## src/rtl/pipe_skid_buffer.sv

```systemverilog
// Two-entry elastic pipeline register (main + skid) with valid/ready on both sides.
// in_ready and out_valid are flop outputs, so neither side sees a combinational path.
module pipe_skid_buffer #(
  parameter int WIDTH = 8
) (
  input  logic             clk,
  input  logic             reset,
  input  logic             flush,
  input  logic             in_valid,
  output logic             in_ready,
  input  logic [WIDTH-1:0] in_data,
  output logic             out_valid,
  input  logic             out_ready,
  output logic [WIDTH-1:0] out_data,
  output logic [1:0]       count
);

  typedef enum logic [1:0] {
    EMPTY = 2'd0,
    BUSY  = 2'd1,
    FULL  = 2'd2
  } state_t;

  state_t           state;
  logic [WIDTH-1:0] main_q;
  logic [WIDTH-1:0] skid_q;

  assign out_data = main_q;

  // Handshake flags and occupancy are registered alongside the state so they never
  // depend on the current cycle's in_valid / out_ready.
  always_ff @(posedge clk) begin
    if (reset || flush) begin
      state     <= EMPTY;
      main_q    <= '0;
      skid_q    <= '0;
      in_ready  <= 1'b1;
      out_valid <= 1'b0;
      count     <= 2'd0;
    end else begin
      case (state)
        EMPTY: begin
          if (in_valid) begin
            main_q    <= in_data;
            state     <= BUSY;
            out_valid <= 1'b1;
            count     <= 2'd1;
          end
        end
        BUSY: begin
          if (in_valid && out_ready) begin
            main_q <= in_data;
          end else if (in_valid) begin
            skid_q   <= in_data;
            state    <= FULL;
            in_ready <= 1'b0;
            count    <= 2'd2;
          end else if (out_ready) begin
            state     <= EMPTY;
            out_valid <= 1'b0;
            count     <= 2'd0;
          end
        end
        FULL: begin
          // Upstream is stalled here, so only a downstream consume can move data.
          if (out_ready) begin
            main_q   <= skid_q;
            state    <= BUSY;
            in_ready <= 1'b1;
            count    <= 2'd1;
          end
        end
        default: begin
          state     <= EMPTY;
          in_ready  <= 1'b1;
          out_valid <= 1'b0;
          count     <= 2'd0;
        end
      endcase
    end
  end

endmodule

```

## config.mk

```make
export PLATFORM = sky130hd
export DESIGN_NAME = pipe_skid_buffer
export DESIGN_NICKNAME = d
export VERILOG_FILES = /design/src/rtl/pipe_skid_buffer.sv
export SDC_FILE = /design/constraint.sdc
export NUM_CORES = 1
export LEC_CHECK = 0
export ABC_AREA = 1
export BUFFER_PORTS_ARGS = -buffer_cell sky130_fd_sc_hd__buf_2
export CORE_MARGIN = 3
export CORE_UTILIZATION = 50
export DETAILED_ROUTE_END_ITERATION = 8
export HOLD_SLACK_MARGIN = 0.08
export PLACE_DENSITY = 0.76
export SLEW_MARGIN = 20
export SYNTH_ARGS = -nofsm -noshare
export SYNTH_HDL_FRONTEND = slang
export SYNTH_SLANG_ARGS = --single-unit
```

## constraint.sdc

```tcl
create_clock -name clk -period 1.25 [get_ports clk]
set_input_delay 0.25 -clock clk [delete_from_list [all_inputs] [get_ports clk]]
set_output_delay 0.25 -clock clk [all_outputs]
set_load 0.03 [all_outputs]
```

==> flow_summary.json, run 1 <==
{
  "crit_end": "count[1]",
  "grt_pass1_wl_um": 3608,
  "antenna_found_initial": 0,
  "grt_max_degree": 20,
  "first_global_vias": 824,
  "synth_area_um2": 1001,
  "dp_hpwl_um": 1568,
  "clk_latency_ns": 0.30,
  "hold_depth": 3,
  "skew_ns": 0.003734,
  "rsz0062_at_grt": "no",
  "maxSlewViolCount": 0,
  "cts.sinks": 20,
  "ctsRootBufferMaster": "clkbuf_4",
  "nNetsFinal": 191,
  "synth_most_common_cell": "nor2_1",
  "ys_seq_area_share_pct": 40.00,
  "rr_endpoint": "out_data[2]",
  "fin_setup_tns_ns": 0,
  "num_vias": 996,
  "drive_above_1_share_pct": 26.55,
  "cts_buffers": 3,
  "fp.dieW_um": 50.74,
  "peakVddDrop_mv": 0.7307,
  "reg2reg_depth": 6,
  "yosysTopAreaCellShare_pct": 40.00,
  "synth_cells": 149,
  "r2r_start": "state[0]",
  "critPathKind": "register to primary output",
  "worstPathRequired_ns": 1.00,
  "power_density_nw_per_um2": 1139,
  "synthArstFlopShare_pct": 0,
  "drtAntennaViolNets": 0,
  "synth_seq_cells": 20,
  "critPathMaxFanout": 14,
  "htreeDepth": 1,
  "drc_errors": 0,
  "dr.pass1.iters": 4,
  "grt_overflow": 0,
  "cts.path.max_buffers": 2,
  "leakagePower_nw": 0.5897,
  "initial_utilization_pct": 55.56,
  "finalHoldViolCount": 0,
  "ys_top_cells_by_area": "dfxtp_1 40%, nor2_1 14%, nand2_1 12%, nand3_1 9.5%, o21ai_0 5.5%",
  "synth_enable_flop_cells": 0,
  "yosysWarnings": 0,
  "cts_tree": "yes",
  "fin_hold_ws_ns": 0.2129,
  "endpoint_kind": "primary output",
  "syn_avg_cell_area_um2": 6.718,
  "rows": 15,
  "min_path_type": "input port to register",
  "antenna_cells": 0,
  "worstMarginPinSlew_ns": 0.1862,
  "worstPathArrival_ns": 0.95,
  "syn_to_final_growth_pct": 22.00,
  "synth_cell_types": 18,
  "wl_per_cell_um": 10.61,
  "io_pins": 25,
  "numPortBuffers": 24,
  "wl_um": 2144,
  "clk_pin_slew_ns": 0.12,
  "utilization_pct": 67.78,
  "synthTopCellsByCount": "36 x nor2_1, 33 x nand2_1, 20 x dfxtp_1",
  "syn_nets": 162,
  "maxCapViolations": 0,
  "place_congestion": 0.7974,
  "vias_per_cell": 4.931,
  "setup_viol": 0,
  "fin_crit_ns": 1.196,
  "drtIter0Drc": 21,
  "cp-start-kind": "register",
  "post-route-period-util_pct": 95.68,
  "die_area_um2": 2575,
  "yosysTopAreaCell": "dfxtp_1",
  "core_region_area_um2": 1802,
  "fmax_ghz": 0.8361,
  "die_h_um": 50.74,
  "synth_top_flop_cell": "dfxtp_1",
  "startpoint": "state[1]",
  "grt_usage_pct": 18.59,
  "regToRegSetupSlack_ns": 0.14,
  "max-slew-margin-rel_pct": 87.46,
  "status": "complete, no violations"
}
==> cell usage in the layout (no fill, tap or decap), types with 2 or more instances in the layout <==
cell type,instances
nand2_1,33
nand2_4,2
buf_4,3
nand3_1,19
o21ai_0,11
dfxtp_1,18
nor2_1,36
buf_2,23
nand2_2,3
a21oi_1,2
clkbuf_4,3
inv_2,3
dfxtp_2,2
inv_1,11
==> worst min-delay path by stage <==
| stage | from | to | slack, ns |
|---|---|---|---|
| after global routing | in_data[7] | skid_q[7] | 0.21 |
| after CTS | in_data[1] | skid_q[1] | 0.21 |
| after detailed placement | out_valid | out_valid | 0.46 |
| final | in_data[7] | skid_q[7] | 0.21 |
| after global placement | out_valid | out_valid | 0.46 |
| after floorplan | out_ready | in_ready | 0.40 |
==> worst max-delay path, stage by stage (launching register included) <==
cell and delay [ns]:
dfxtp_2 0.37, buf_12 0.14, buf_6 0.13
==> logic make-up (layout without fill, tap and decap cells) <==
group	Yosys count	after routing	share of synthesized area, %
buffers and inverters	19	47	9.624
AOI/OAI and AO/OA	14	14	7.375
DFF	20	20	40.00
and+or+nand+nor	96	96	43.00
==> power breakdown <==
group / internal (mW) / switching [mW]
sequential: 0.655 / 0.00979
combinational: 0.0677 / 0.129
clock: 0.324 / 0.205
total: 1.05 / 0.344
==> registers in the layout, summed over array words and instances, names as in the netlist <==
register	cells
in_ready	1
out_data	8
out_valid	1
skid_q	8
state	2
==> routing by layer <==
layer / GRT usage [%] / wire, um / share of wire [%]
met1: 25.09 / 981 / 46
met2: 28.04 / 998 / 47
met3: 3.561 / 131 / 6.1
met4: 9.417 / 33 / 1.5
met5: 0 / 0 / 0
==> stage by stage <==
step                cells  cell area, um^2  worst slack (ns)  power [mW]
floorplan             149             1001           0.01163      0.8142
CTS                   201             1214           0.02084       1.406
detailed placement    197             1152           0.06440      0.8747
global route          202             1221          0.002664       1.466
finish                202             1221           0.05396       1.391
global placement      197             1152            0.1409      0.8706
==> area by class of cell <==
cell class | count | area [um^2]
inverter | 15 | 61.31
sequential | 20 | 402.9
multi-input combinational | 110 | 504.2
clock inverter | 1 | 30.03
tap | 25 | 31.28
timing repair buffer | 28 | 168.9
fill | 182 | 580.6
clock buffer | 3 | 22.52
==> timing repair <==
item | CTS | global route
hold buffers | 0 | 0
setup buffers | 0 | 1
resized for setup | 4 | 0
setup endpoints to repair | 2 | 1
gates cloned | 0 | 0
(Power assumes the default switching activity.)
==> inputs of run 2 (changes only) <==
ABC_AREA = 0   (was 1)
==> run 2 against run 1 <==
Net effect:
- the run now ends with negative setup slack left
- final cell count decreased by 29%
- worst setup slack got worse by 0.091 ns
- clock power decreased by 31%
- first-iteration DRC count decreased by 62%
- sequential cell count unchanged
- non-clock buffer count increased by 3
- synthesized area decreased by 4.8%
- clock-buffer cell count increased by 1
- synthesized cell count decreased by 40%
- clock skew increased by 0.00073 ns
- sequential power about the same
- total power decreased by 8.9%
- critical path type is now register to register
==> flow_summary.json, run 2 <==
{
  "seqPwrFrac_pct": 52.6,
  "yosysTopAreaCell": "dfxtp_1",
  "swShare_pct": 26.46,
  "cpLargestDelayFamily": "compound AO/OA/AOI/OAI gates",
  "num_vias": 782,
  "setup_viol": 4,
  "core_region_area_um2": 1764,
  "numPortBuffers": 24,
  "critPathMaxFanout": 8,
  "synth_fa_ha_area_share_pct": 0,
  "yosysWarnings": 0,
  "max_stage_delay_ns": 0.39,
  "fmax_ghz": 0.7771,
  "io_pins": 25,
  "dp_hpwl_um": 1410,
  "finalHoldViolCount": 0,
  "reg2reg_depth": 3,
  "maxSlewViolCount": 0,
  "dr.pass1.iters": 3,
  "max-slew-margin-rel_pct": 73.17,
  "r2r_start": "state[1]",
  "mostFrequentLayoutCells": "22 x buf_2, 18 x dfxtp_1, 15 x mux2i_1",
  "p_int_mw": 0.9318,
  "maxCapViolations": 0,
  "synthTopCellsByCount": "20 x dfxtp_1, 16 x mux2i_1, 9 x a211oi_1",
  "drive_above_1_share_pct": 47.90,
  "htreeDepth": 1,
  "cpMaxStageDelayCell": "dfxtp_4",
  "crit_buf_inv": 0,
  "skew_ns": 0.004463,
  "die_area_um2": 2467,
  "synth_enable_flop_cells": 0,
  "syn_avg_cell_area_um2": 10.71,
  "rr_endpoint": "out_data[1]",
  "fin_crit_ns": 1.287,
  "initial_utilization_pct": 54.04,
  "p_clk_share_pct": 28.8,
  "synth.area.mux_share_pct": 18.37,
  "drtIter0Drc": 8,
  "dp_cells": 139,
  "fill_cells": 152,
  "synthArstFlopShare_pct": 0,
  "placed_area_um2": 1152,
  "stdcell_area_um2": 1230,
  "syn_to_final_growth_pct": 29.00,
  "syn_nets": 102,
  "synth_top_family_by_area": "compound AO/OA/AOI/OAI gates",
  "hold_depth": 3,
  "fp.dieW_um": 49.67,
  "cts_buffers": 3,
  "synth_most_common_cell": "dfxtp_1",
  "status": "finished, violations left",
  "wl_per_cell_um": 13.99,
  "place_congestion": 0.7854,
  "vias_per_cell": 5.431,
  "yosys.area_share.simple_pct": 12.60,
  "fin_cells": 144,
  "clk_pin_slew_ns": 0.11,
  "violations": "negative setup slack",
  "ys_top_cells_by_area": "dfxtp_1 42%, mux2i_1 17%, a211oi_2 10%, a211oi_1 7.1%, nor2_1 3.1%",
  "p_switching_mw": 0.3352,
  "min_path_type": "input port to register",
  "hp-start": "in_data[2]",
  "cts.path.max_buffers": 2,
  "layout_commonest_cell": "buf_2",
  "power_density_nw_per_um2": 1030,
  "worstMarginPinSlew_ns": 0.4020,
  "wl_um": 2014,
  "worstPathRequired_ns": 1.48,
  "fin_setup_tns_ns": -0.06676,
  "grt_overflow": 0,
  "critPathKind": "register to register",
  "whs_endpoint": "skid_q[2]",
  "clk_latency_ns": 0.29,
  "synth_area_um2": 953.4,
  "antenna_cells": 0,
  "grt_max_degree": 12,
  "rows": 15,
  "synth-xor-area-share_pct": 0,
  "cts-hold-fix-buffers": 0,
  "leakagePower_nw": 0.5363,
  "synth-compound-area-share_pct": 22.97,
  "regToRegSetupSlack_ns": -0.04,
  "synth_seq_cells": 20,
  "grt_usage_pct": 18.72,
  "ys_seq_area_share_pct": 41.99,
  "peakVddDrop_mv": 0.7628,
  "worstPathArrival_ns": 1.51,
  "synth_cell_types": 26,
  "fin_hold_ws_ns": 0.1964,
  "ctsRootBufferMaster": "clkbuf_4",
  "first_global_vias": 787,
  "rsz0062_at_grt": "yes",
  "drc_errors": 0,
  "yosysTopAreaCellShare_pct": 41.99,
  "path_cells": "mux2_4, a21o_4, a211oi_2",
  "grt_pass1_wl_um": 3622,
  "cp-start-kind": "register",
  "nNetsFinal": 133,
  "drtAntennaViolNets": 0,
  "p_comb_share_pct": 18.6,
  "endpoint_kind": "register",
  "setup_ws_ns": -0.03685,
  "post-route-period-util_pct": 102.9,
  "cts_tree": "yes",
  "cts.sinks": 20,
  "die_h_um": 49.67,
  "synth_cells": 89,
  "synth_top_flop_cell": "dfxtp_1",
  "antenna_found_initial": 0
}
## run 2: power by group through the flow
stage          logic [mW]  registers [mW]  clock network (mW)
6_report            0.235           0.667               0.365
5_1_grt             0.254           0.670               0.405
4_1_cts             0.230           0.667               0.377
3_5_place_dp        0.227           0.682                   0
3_3_place_gp        0.222           0.681                   0
2_1_floorplan       0.112           0.718                   0
## run 2: tightest hold or removal path, stage by stage
cell     delay (ns)
buf_2          0.08
mux2i_1        0.06
nor2_1         0.07
## run 2: stage by stage
step                      util (%)  setup slack (ns)  total power, mW
after global routing         69.72          -0.04921            1.330
after floorplan                  -         -0.008821           0.8295
after global placement       65.32          -0.02402           0.9026
final                        69.72          -0.03685            1.267
after detailed placement     65.32          -0.07940           0.9082
after CTS                    68.37          -0.02921            1.274
## run 2: cell type report
| type | count | area [um^2] | area share [%] |
|---|---|---|---|
| multi-input combinational | 63 | 544.3 | 44.25 |
| tap | 25 | 31.28 | 2.543 |
| clock buffer | 4 | 36.28 | 2.950 |
| inverter | 1 | 3.754 | 0.3052 |
| sequential | 20 | 407.9 | 33.16 |
| timing repair buffer | 31 | 206.4 | 16.79 |
## run 2: worst max path at each step
stage	startpoint	to	slack [ns]	cells after the start
floorplan	state[1]	out_data[0]	-0.009	3
finish	state[1]	out_data[1]	-0.04	3
detailed placement	state[1]	out_data[6]	-0.08	3
global route	state[1]	out_data[2]	-0.05	3
global placement	state[1]	out_data[4]	-0.02	3
CTS	state[1]	out_data[4]	-0.03	3
## run 2: cell families (layout without fill, tap and decap cells)
family | count (synthesis) | after routing
AOI/OAI and AO/OA | 24 | 24
buffers and inverters | 7 | 36
DFF | 20 | 20
muxes | 17 | 18
and+or+nand+nor | 21 | 21
## run 2: timing repair
action                                  CTS  global route
gates resized for setup                   3             8
hold endpoints to repair                  0             0
buffers inserted                          0             0
cloned                                    1             0
pin swaps                                 1             2
endpoints found under the setup margin    9            12
## run 2: per-layer routing
metal | global-route usage [%] | vias up | part of all wire [%]
li1 | - | 390 | -
met1 | 26.13 | 369 | 50
met2 | 29.07 | 18 | 44
met3 | 2.719 | 5 | 3.6
met4 | 6.912 | 0 | 1.5
met5 | 0 | - | 0
